## config.mk

```make
export PLATFORM = sky130hd
export DESIGN_NAME = fetch_unit
export DESIGN_NICKNAME = d
export VERILOG_FILES = /design/src/rtl/mips_pkg.sv /design/src/rtl/fetch_fifo.sv /design/src/rtl/fetch_unit.sv
export SDC_FILE = /design/constraint.sdc
export NUM_CORES = 1
export LEC_CHECK = 0
export CAP_MARGIN = 30
export CORE_MARGIN = 3
export CORE_UTILIZATION = 51
export CTS_CLUSTER_SIZE = 16
export DETAILED_ROUTE_END_ITERATION = 10
export GPL_TIMING_DRIVEN = 0
export PLACE_DENSITY_LB_ADDON = 0.3
export SLEW_MARGIN = 20
export SYNTH_ARGS = -nofsm -noshare
export SYNTH_HDL_FRONTEND = slang
export SYNTH_HIERARCHICAL = 1
export SYNTH_SLANG_ARGS = --single-unit
```

## constraint.sdc

```tcl
create_clock -name clk -period 3 [get_ports clk]
set_input_delay 0.45 -clock clk [delete_from_list [all_inputs] [get_ports clk]]
set_output_delay 0.45 -clock clk [all_outputs]
set_load 0.03 [all_outputs]
```

## src/rtl/mips_pkg.sv

```systemverilog
// Shared constants for the MIPS-style core: reset/base address, word stride and
// memory access-size encodings.
package mips_pkg;

  localparam logic [31:0] StartAddress = 32'h8002_0000;
  localparam int unsigned WordStride = 4;

  typedef enum logic [1:0] {
    AccSize1  = 2'b00,
    AccSize4  = 2'b01,
    AccSize8  = 2'b10,
    AccSize16 = 2'b11
  } acc_size_e;

endpackage

```

## src/rtl/fetch_fifo.sv

```systemverilog
// Prefetch buffer: DEPTH-entry circular FIFO with push, pop and synchronous flush.
module fetch_fifo #(
  parameter int unsigned DEPTH = 4,
  parameter int unsigned WIDTH = 64
) (
  input  logic                       clk,
  input  logic                       rst,
  input  logic                       push,
  input  logic                       pop,
  input  logic                       flush,
  input  logic [WIDTH-1:0]           wdata,
  output logic [WIDTH-1:0]           rdata,
  output logic                       full,
  output logic                       empty,
  output logic [$clog2(DEPTH):0]     count
);

  localparam int unsigned PtrW = $clog2(DEPTH);
  localparam int unsigned CntW = PtrW + 1;

  logic [WIDTH-1:0] mem_q [DEPTH];
  logic [PtrW-1:0]  wr_ptr_q, wr_ptr_d;
  logic [PtrW-1:0]  rd_ptr_q, rd_ptr_d;
  logic [CntW-1:0]  count_q, count_d;
  logic             do_push, do_pop;

  assign full  = (count_q == CntW'(DEPTH));
  assign empty = (count_q == '0);
  assign count = count_q;
  assign rdata = mem_q[rd_ptr_q];

  assign do_push = push && !full && !flush;
  assign do_pop  = pop && !empty && !flush;

  always_comb begin
    wr_ptr_d = wr_ptr_q;
    rd_ptr_d = rd_ptr_q;
    count_d  = count_q;
    if (flush) begin
      wr_ptr_d = '0;
      rd_ptr_d = '0;
      count_d  = '0;
    end else begin
      // Pointers are power-of-two sized, so natural overflow gives the modulo wrap.
      if (do_push) wr_ptr_d = wr_ptr_q + PtrW'(1);
      if (do_pop)  rd_ptr_d = rd_ptr_q + PtrW'(1);
      if (do_push && !do_pop)      count_d = count_q + CntW'(1);
      else if (do_pop && !do_push) count_d = count_q - CntW'(1);
    end
  end

  always_ff @(posedge clk) begin
    if (rst) begin
      wr_ptr_q <= '0;
      rd_ptr_q <= '0;
      count_q  <= '0;
    end else begin
      wr_ptr_q <= wr_ptr_d;
      rd_ptr_q <= rd_ptr_d;
      count_q  <= count_d;
    end
  end

  always_ff @(posedge clk) begin
    if (do_push) mem_q[wr_ptr_q] <= wdata;
  end

endmodule

```

## src/rtl/fetch_unit.sv

```systemverilog
// Instruction fetch: issues sequential single-word reads to main memory, buffers the
// returned words with their PCs, and flushes on branch redirects.
module fetch_unit
  import mips_pkg::*;
#(
  parameter int unsigned             ADDRESS_SIZE  = 32,
  parameter int unsigned             DATA_SIZE     = 32,
  parameter logic [ADDRESS_SIZE-1:0] START_ADDRESS = ADDRESS_SIZE'(StartAddress),
  parameter int unsigned             DEPTH         = 4
) (
  input  logic                    clk,
  input  logic                    rst,
  input  logic                    branch_valid,
  input  logic [ADDRESS_SIZE-1:0] branch_target,
  input  logic                    insn_ready,
  input  logic [DATA_SIZE-1:0]    mem_d_out,
  output logic [ADDRESS_SIZE-1:0] mem_addr,
  output logic                    mem_en,
  output logic                    mem_wren,
  output logic [1:0]              mem_acc_size,
  output logic [DATA_SIZE-1:0]    insn_out,
  output logic [ADDRESS_SIZE-1:0] pc_out,
  output logic                    insn_valid
);

  localparam int unsigned CntW   = $clog2(DEPTH) + 1;
  localparam int unsigned EntryW = ADDRESS_SIZE + DATA_SIZE;
  localparam logic [CntW:0] DepthOcc = (CntW + 1)'(DEPTH);
  localparam logic [ADDRESS_SIZE-1:0] Stride = ADDRESS_SIZE'(WordStride);
  localparam logic [ADDRESS_SIZE-1:0] AlignMask = ~ADDRESS_SIZE'(3);

  logic [ADDRESS_SIZE-1:0] fetch_pc_q, fetch_pc_d;
  logic [ADDRESS_SIZE-1:0] mem_addr_q, mem_addr_d;
  logic                    mem_en_q, mem_en_d;
  logic                    inflight_q, inflight_d;
  logic [ADDRESS_SIZE-1:0] last_pc_q, last_pc_d;
  logic [DATA_SIZE-1:0]    last_insn_q, last_insn_d;

  logic                    fifo_push, fifo_pop, fifo_full, fifo_empty;
  logic [CntW-1:0]         fifo_count;
  logic [EntryW-1:0]       fifo_wdata, fifo_rdata;
  logic [ADDRESS_SIZE-1:0] head_pc;
  logic [DATA_SIZE-1:0]    head_insn;
  logic [CntW:0]           occupancy;
  logic                    issue;

  fetch_fifo #(
    .DEPTH (DEPTH),
    .WIDTH (EntryW)
  ) u_fifo (
    .clk   (clk),
    .rst   (rst),
    .push  (fifo_push),
    .pop   (fifo_pop),
    .flush (branch_valid),
    .wdata (fifo_wdata),
    .rdata (fifo_rdata),
    .full  (fifo_full),
    .empty (fifo_empty),
    .count (fifo_count)
  );

  assign head_pc   = fifo_rdata[EntryW-1 -: ADDRESS_SIZE];
  assign head_insn = fifo_rdata[DATA_SIZE-1:0];

  // Reserve a slot for the outstanding read so its data always has room on return.
  assign occupancy = {1'b0, fifo_count} + (CntW + 1)'(inflight_q);
  assign issue     = !branch_valid && (occupancy < DepthOcc);

  assign fifo_wdata = {mem_addr_q, mem_d_out};
  assign fifo_push  = inflight_q && !branch_valid && !fifo_full;
  assign fifo_pop   = !fifo_empty && insn_ready && !branch_valid;

  always_comb begin
    fetch_pc_d  = fetch_pc_q;
    mem_addr_d  = mem_addr_q;
    mem_en_d    = 1'b0;
    inflight_d  = 1'b0;
    last_pc_d   = last_pc_q;
    last_insn_d = last_insn_q;
    if (!fifo_empty) begin
      last_pc_d   = head_pc;
      last_insn_d = head_insn;
    end
    if (branch_valid) begin
      fetch_pc_d = branch_target & AlignMask;
    end else if (issue) begin
      mem_addr_d = fetch_pc_q;
      mem_en_d   = 1'b1;
      inflight_d = 1'b1;
      fetch_pc_d = fetch_pc_q + Stride;
    end
  end

  always_ff @(posedge clk) begin
    if (rst) begin
      fetch_pc_q  <= START_ADDRESS;
      mem_addr_q  <= START_ADDRESS;
      mem_en_q    <= 1'b0;
      inflight_q  <= 1'b0;
      last_pc_q   <= '0;
      last_insn_q <= '0;
    end else begin
      fetch_pc_q  <= fetch_pc_d;
      mem_addr_q  <= mem_addr_d;
      mem_en_q    <= mem_en_d;
      inflight_q  <= inflight_d;
      last_pc_q   <= last_pc_d;
      last_insn_q <= last_insn_d;
    end
  end

  assign mem_addr     = mem_addr_q;
  assign mem_en       = mem_en_q;
  assign mem_wren     = 1'b0;
  assign mem_acc_size = AccSize1;
  assign insn_valid   = !fifo_empty;
  assign pc_out       = fifo_empty ? last_pc_q : head_pc;
  assign insn_out     = fifo_empty ? last_insn_q : head_insn;

endmodule

```

## Yosys cells after proc, flatten, opt, wreduce, memory -nomap -nowiden

Memories as Yosys holds them, arrays and structs flattened. A register that Yosys moved wholly into a read port is not among the register bits.
Cells that the tools add are included.

| word-level totals | value |
|---|---|
| bits in registers | 136 |
| bits in writable memories | 256 |
| input bits | 68 |
| output and inout port bits | 101 |
| logic and storage cells | 51 |
| memories | 1 |

| cells by class | value |
|---|---|
| add/sub/neg operators | 6 |
| $lt $le $gt $ge | 1 |
| equal/unequal tests | 1 |
| multiplexer cells | 11 |
| bitwise logic cells | 1 |
| reduce and logical (&&, ||, !) cells | 21 |

Memory list:

| memory | depth | width | rd ports | clocked after Yosys merged registers in | wr ports | RTL line | text |
|---|---|---|---|---|---|---|---|
| u_fifo.mem_q | 4 | 64 | 1 | 1 | 1 | fetch_fifo.sv:21 | `logic [WIDTH-1:0] mem_q [DEPTH];` |

Operators with widths:

| operator | number |
|---|---|
| $mux 32 | 4 |
| $add 32x3->32 const B | 1 |
| $logic_and 1x1->1 | 11 |
| $mux 3 | 2 |
| $logic_not 1->1 | 5 |
| $add 2x1->2 const B | 2 |
| $add 3x1->4 | 1 |
| $lt 4x3->1 const B | 1 |
| $mux 2 | 2 |
| $reduce_bool 2->1 | 2 |
| $add 3x1->3 const B | 1 |
| $eq 3x3->1 const B | 1 |
| $logic_not 3->1 | 1 |
| $mux 1 | 3 |
| $sub 3x1->3 const B | 1 |
| $reduce_and 2->1 | 1 |
| $reduce_or 2->1 | 1 |
| $not 1->1 | 1 |

## Longest topological paths before layout

| depth | value |
|---|---|
| depth in word-level cells | 9 |
| mapped depth | 13 |
| depth with buffers taken out | 11 |

## Cells and area by module

Netlist, hierarchy kept.

Modules (own cells, without submodules):

| module | times used | cells an instance | area each (sq um) | seq. area each (sq um) |
|---|---|---|---|---|
| fetch_fifo | 1 | 388 | 9724.3 | 7867.5 |
| fetch_unit | 1 | 580 | 5469.0 | 2502.4 |

## Worst setup path before layout

Ideal clock, no wire load.

| timing | value |
|---|---|
| path type | flip-flop to flip-flop |
| start | register u_fifo.count_q[1] (netlist: u_fifo/count[1]) |
| end | register u_fifo.count_q[2] (netlist: u_fifo/count[2]) |
| library setup time | 0.070 ns |
| arrival time | 3.361 ns |
| required time | 2.930 ns |
| setup slack | -0.431 ns |
| cell stages (with the launch flop) | 14 |
| buffers on the path | 3 |
| period minus slack after synthesis | 3.431 ns |
| cell sequence | dfxtp_1 nor3_1 clkbuf_1 clkbuf_1 inv_1 and3_1 or3b_1 buf_2 ha_1 inv_1 fa_1 xor2_1 or3_2 a21oi_1 |

| between the ends | value |
|---|---|
| word-level cells in the longest chain between the ends | 9 |
| elaborated cells between the ends (all ways) | 20 |
| those cells by class | add/sub (2); eq/ne (1); mux (2); reduce/logical (15) |

RTL lines:

| element | RTL line | text |
|---|---|---|
| from (decl) | fetch_fifo.sv:24 | `logic [CntW-1:0] count_q, count_d;` |
| from (signal assigned) | fetch_fifo.sv:60 | `count_q <= count_d;` |
| $logic_not 3->1 (*) | fetch_fifo.sv:28 | `assign empty = (count_q == '0);` |
| named net fifo_empty | fetch_unit.sv:39 | `logic fifo_push, fifo_pop, fifo_full, fifo_empty;` |
| $logic_not 1->1 (*) | -- |  |
| named net insn_valid | fetch_unit.sv:23 | `output logic insn_valid` |
| $logic_and 1x1->1 (*) (2 in a row) | fetch_unit.sv:72 | `assign fifo_pop = !fifo_empty && insn_ready && !branch_valid;` |
| named net fifo_pop | fetch_unit.sv:39 |  |
| $logic_and 1x1->1 (*) (2 in a row) | fetch_fifo.sv:33 | `assign do_pop = pop && !empty && !flush;` |
| $logic_not 1->1 | fetch_fifo.sv:47 | `if (do_push && !do_pop) count_d = count_q + CntW'(1);` |
| $logic_and 1x1->1 | fetch_fifo.sv:47 |  |
| $mux 3 or $reduce_bool 2->1 (tied branches) | -- |  |

Mark *: on every way through the listed nets, which the timed path passes. The rest lies on a longest branch. The select of a mux whose other input is x is not followed.
A chain may end at the register's enable or synchronous reset.

==> results.md <==
- Summing every instance area after synthesis gives 15,200 sq um.
- For this run, the total global-route usage over all layers was measured as 20.3%.
- Counting flops with a built-in enable in the synthesized netlist gives 256.
- The number of synthesis warnings is 6.
- The smallest hold slack is 0.485 ns.
- The fraction of layout instances using a drive strength above 1 is 22.0%.
- Before antenna repair, the detailed router went through 5 iterations.
- The number of standard-cell rows in the floorplan is 62.
- Of all flip-flops after synthesis, the portion carrying an async set or reset was 0%.
- The clock tree buffer depth is 3.
- The final layout contains routed wiring with a total length of 32,600 um.
- The highest-delay cell along the critical path is sky130_fd_sc_hd__dlygate4sd2_1.
- The number of diodes is 0.
- The count of buffers added on input and output ports is 161.
- The instance count along the most critical hold path is 2.
- The H-tree generated during clock tree synthesis spans 2 levels.
- Setup violations remaining at the end of the flow were counted as 0.
- The total overflow left after global routing is 0.
- The highest ir drop seen on vdd is 0.328 mV.
- After filler insertion, the fill cell instance count of the layout stands at 2,110.
- For met3 alone, demand over resource in global routing was 3.32%.
- The analysis attributes to cell leakage a power of 6.82 nW.
- The die is 179 um wide.
- The via count of the first global-routing pass came to 8,972.
- At the end of the flow, the number of nets in the layout was 1,271.
- The endpoint arrival time on the critical path is 2.46 ns.
- The worst path uses 97.1% of the clock period.
- At the worst endpoint, the required time is 2.55 ns.
- The detailed-route DRC error count is 0.
- The tool flagged a number of max-cap violations equal to 0.
- The design area is 18,900 sq um.
- From synthesis to final layout, the design area changed by 24.5%.
- The count of unique library cells instantiated by Yosys is 65.
- The met1 usage in global routing is 27.9%.
- The via count of the routed design is 8,890.
- The commonest register cell after synthesis is sky130_fd_sc_hd__edfxtp_1.
- The number of hold buffers added after CTS was 0.
- The pin count of the biggest net entering global routing is 46.
- The startpoint type of the worst setup path is a register.
- The cell chosen for the clock root is sky130_fd_sc_hd__clkbuf_16.
- Averaged over all synthesized cells, the footprint is 15.7 sq um.
- In this run the worst path has a maximum fanout of 10.
- Once detail routing completed, the nets flagged for antenna violations numbered 0.
- The starting DRC count in detailed routing is 646.
- Global routing consumed, on the met2 layer, 34.4% of the routing resources.
- The number of endpoints with negative hold slack in the final report is 0.
- The sum of internal, switching and leakage power is 11.5 mW.
- The maximum clock rate is 343 MHz.
- The clock arrives with 0.0132 ns of skew.
- In this run, CTS created clock tree buffers numbering 40.
- Dividing the detail-routed wire length by the instance count gives 20.3 um.
- The routed via count divided by cell count is 5.52.
- The number of antenna violations at the first check in global routing is 0.
- Sorting the synthesized cells by area gives the leading types as sky130_fd_sc_hd__edfxtp_1 51%, sky130_fd_sc_hd__dfxtp_1 18%, sky130_fd_sc_hd__mux4_2 9.5%.
- The post-synthesis cell count is 968.
- For the finished layout, the period the worst path requires is 2.91 ns.
- In this run the vertical extent of the chip is 179 um.
- The total clock sinks is 390.
- The TritonCTS clock tree is done.
- The signal on the critical path passes through buf_2, clkbuf_4, mux4_2, mux2_2, dlygate4sd2_1.
- The clock latency on the worst-skew pair is 0.51 ns.
- The worst hold-check path type is reg -> reg.
- The critical path capture point type is an output pin.
- The actual slew at the worst max-slew pin is 0.807 ns.
- For this design the ratio of total power to cell area is 607 nW/um^2.
- The total count of max-transition violations in the final report came to 0.
- The worst setup path category is reg -> out.
- The die covers 31,900 sq um.
- Setup slack closes at 0.0871 ns.
- The flow ran to the end, and the final reports show no timing, DRC or antenna violations.
- Once the floorplan was initialized, standard cells occupied 52.4% of the core.
- met2 is the most crowded layer.
- The library cell occupying the most area in the post-synthesis netlist is sky130_fd_sc_hd__edfxtp_1.
- Headroom to the max-slew limit came out at 46.2%.
- Clock-pin slew was measured on the worst setup and hold paths at 0.06 ns.
- The worst setup slack after placement is -1.22 ns.
- The half-perimeter wire length after detailed placement is 21,300 um.
- The synthesized design contains 390 register bits.
- The share of synthesized area in the top cell type comes to 50.6%.
- Pin placement for this block handled 169 I/O pins.
- The core box area is 29,000 sq um.
- The wire length of the first global-routing pass is 50,200 um.
- Summing all placed instances gives a cell area of 17,500 sq um.
- The final RePlAce weighted congestion is 0.863.
- The share of synthesized area occupied by flip-flops and latches is 68.3%.
- For this run, the slowest stage of the critical path takes 0.38 ns.
- Measured in cells, the most critical reg-to-reg path has a length of 13.
==> sequential cells by signal (all words and copies together) (netlist names), named ones only <==
name,cells
u_fifo/mem_q,256
u_fifo/count,3
u_fifo/wr_ptr_q,2
inflight_q,1
u_fifo/rd_ptr_q,2
mem_addr,30
last_insn_q,32
last_pc_q,32
fetch_pc_q,30
==> logic make-up after synthesis <==
| logic type | share of synthesized area [%] |
|---|---|
| other cells | 0.0247 |
| compound gates | 4.00 |
| simple gates | 9.58 |
| xor+xnor | 0.577 |
| flops | 68.3 |
| mux | 14.4 |
| fa+ha+maj | 0.626 |
| buf+inv | 2.51 |
==> timing repair <==
action	in CTS	in global routing
pin swaps	1	1
resized for setup	101	30
hold endpoints to repair	0	0
setup endpoints to repair	223	26
setup buffers	0	10
==> cell type report <==
cell class / count / area, sq um / share of cell area [%]
buffer: 65 / 485 / 2.57
clock buffer: 56 / 1140 / 6.04
clock inverter: 16 / 171 / 0.906
inverter: 8 / 33.8 / 0.179
multi-input combinational: 516 / 4550 / 24.0
sequential: 390 / 10400 / 54.9
tap: 384 / 480 / 2.54
timing repair buffer: 175 / 1680 / 8.89
==> power by group <==
part / internal, mW / switching [mW] / total, mW
Clock: 2.99 / 1.93 / 4.92
Combinational: 0.292 / 0.375 / 0.667
Sequential: 5.80 / 0.0860 / 5.89
==> placed cells by master (no fill, tap or decap), types with 4 or more instances in the layout <==
cell type,instances
sky130_fd_sc_hd__and3_4,5
sky130_fd_sc_hd__clkinv_1,8
sky130_fd_sc_hd__and4_1,9
sky130_fd_sc_hd__buf_6,6
sky130_fd_sc_hd__buf_8,8
sky130_fd_sc_hd__inv_1,6
sky130_fd_sc_hd__ha_1,5
sky130_fd_sc_hd__xor2_1,8
sky130_fd_sc_hd__dlygate4sd2_1,60
sky130_fd_sc_hd__clkbuf_2,9
sky130_fd_sc_hd__edfxtp_1,256
sky130_fd_sc_hd__mux2_2,64
sky130_fd_sc_hd__mux4_2,64
sky130_fd_sc_hd__or3_1,11
sky130_fd_sc_hd__clkbuf_4,4
sky130_fd_sc_hd__buf_4,22
sky130_fd_sc_hd__nand3_1,23
sky130_fd_sc_hd__nor3_1,4
sky130_fd_sc_hd__a21oi_1,33
sky130_fd_sc_hd__a32oi_1,4
sky130_fd_sc_hd__clkbuf_1,32
sky130_fd_sc_hd__nand2_1,77
sky130_fd_sc_hd__a311oi_1,9
sky130_fd_sc_hd__nand4_1,12
sky130_fd_sc_hd__and3_1,6
sky130_fd_sc_hd__o21ai_0,16
sky130_fd_sc_hd__clkbuf_16,42
sky130_fd_sc_hd__buf_2,4
sky130_fd_sc_hd__clkinv_2,5
sky130_fd_sc_hd__bufinv_16,4
sky130_fd_sc_hd__conb_1,13
sky130_fd_sc_hd__nor2_1,23
sky130_fd_sc_hd__dfxtp_1,131
sky130_fd_sc_hd__clkbuf_8,7
sky130_fd_sc_hd__clkdlybuf4s50_1,96
sky130_fd_sc_hd__a211oi_1,8
sky130_fd_sc_hd__and2_1,65
==> final timing paths <==
kind	start	to	slack [ns]
max	register	pc_out[21]	0.09
min reg2reg	fetch_pc_q[11]	mem_addr[11]	0.49
min	fetch_pc_q[11]	mem_addr[11]	0.49
max reg2reg	u_fifo/count[0]	u_fifo/count[2]	0.09
==> cell usage after synthesis (2+ instances only) <==
| cell | instances |
|---|---|
| sky130_fd_sc_hd__a311o_1 | 3 |
| sky130_fd_sc_hd__nand2_1 | 77 |
| sky130_fd_sc_hd__o2111a_1 | 3 |
| sky130_fd_sc_hd__mux2i_1 | 3 |
| sky130_fd_sc_hd__nor2b_1 | 4 |
| sky130_fd_sc_hd__mux2_2 | 64 |
| sky130_fd_sc_hd__and4_1 | 9 |
| sky130_fd_sc_hd__nor4_1 | 2 |
| sky130_fd_sc_hd__or3_1 | 11 |
| sky130_fd_sc_hd__nand4_1 | 12 |
| sky130_fd_sc_hd__clkbuf_1 | 30 |
| sky130_fd_sc_hd__nand4b_1 | 2 |
| sky130_fd_sc_hd__a21oi_1 | 34 |
| sky130_fd_sc_hd__buf_2 | 10 |
| sky130_fd_sc_hd__and3_2 | 5 |
| sky130_fd_sc_hd__nor2_1 | 23 |
| sky130_fd_sc_hd__a311oi_1 | 9 |
| sky130_fd_sc_hd__xor2_1 | 8 |
| sky130_fd_sc_hd__buf_1 | 6 |
| sky130_fd_sc_hd__and4_2 | 2 |
| sky130_fd_sc_hd__buf_4 | 12 |
| sky130_fd_sc_hd__edfxtp_1 | 256 |
| sky130_fd_sc_hd__buf_6 | 3 |
| sky130_fd_sc_hd__inv_1 | 7 |
| sky130_fd_sc_hd__or3b_1 | 2 |
| sky130_fd_sc_hd__mux4_2 | 64 |
| sky130_fd_sc_hd__nand4_2 | 2 |
| sky130_fd_sc_hd__and2_1 | 65 |
| sky130_fd_sc_hd__nor4b_1 | 2 |
| sky130_fd_sc_hd__a32oi_1 | 4 |
| sky130_fd_sc_hd__nand3_1 | 23 |
| sky130_fd_sc_hd__nor3_1 | 5 |
| sky130_fd_sc_hd__xnor2_1 | 2 |
| sky130_fd_sc_hd__a211oi_1 | 8 |
| sky130_fd_sc_hd__o31ai_1 | 2 |
| sky130_fd_sc_hd__and3_1 | 7 |
| sky130_fd_sc_hd__a31oi_1 | 3 |
| sky130_fd_sc_hd__clkbuf_4 | 2 |
| sky130_fd_sc_hd__or4_1 | 3 |
| sky130_fd_sc_hd__ha_1 | 6 |
| sky130_fd_sc_hd__o21ai_0 | 16 |
| sky130_fd_sc_hd__dfxtp_1 | 134 |
==> layer usage <==
layer  up-vias  wire [um]  part of all wire, %
met5         -          0                    0
met1      4435      14000                   43
met3        39       1850                  5.7
met2       272      16300                   50
met4         0        482                  1.5
li1       4144          -                    -
==> stage by stage <==
stage / TNS (ns) / util, % / std cells
final: 0 / 65.2 / 1610
after CTS: -0.150 / 64.8 / 1600
after global routing: -0.0226 / 65.2 / 1610
after detailed placement: -139.07 / 60.2 / 1529
after floorplan: 0 / - / 980
after global placement: -324.40 / 59.8 / 1525
==> critical path, delay by kind of cell, from the launching register on <==
family	cells	cell delay, ns
buf+inv	3	1.05
flops	1	0.30
mux	2	0.60
Note: power is estimated with default switching activity, not from simulation.
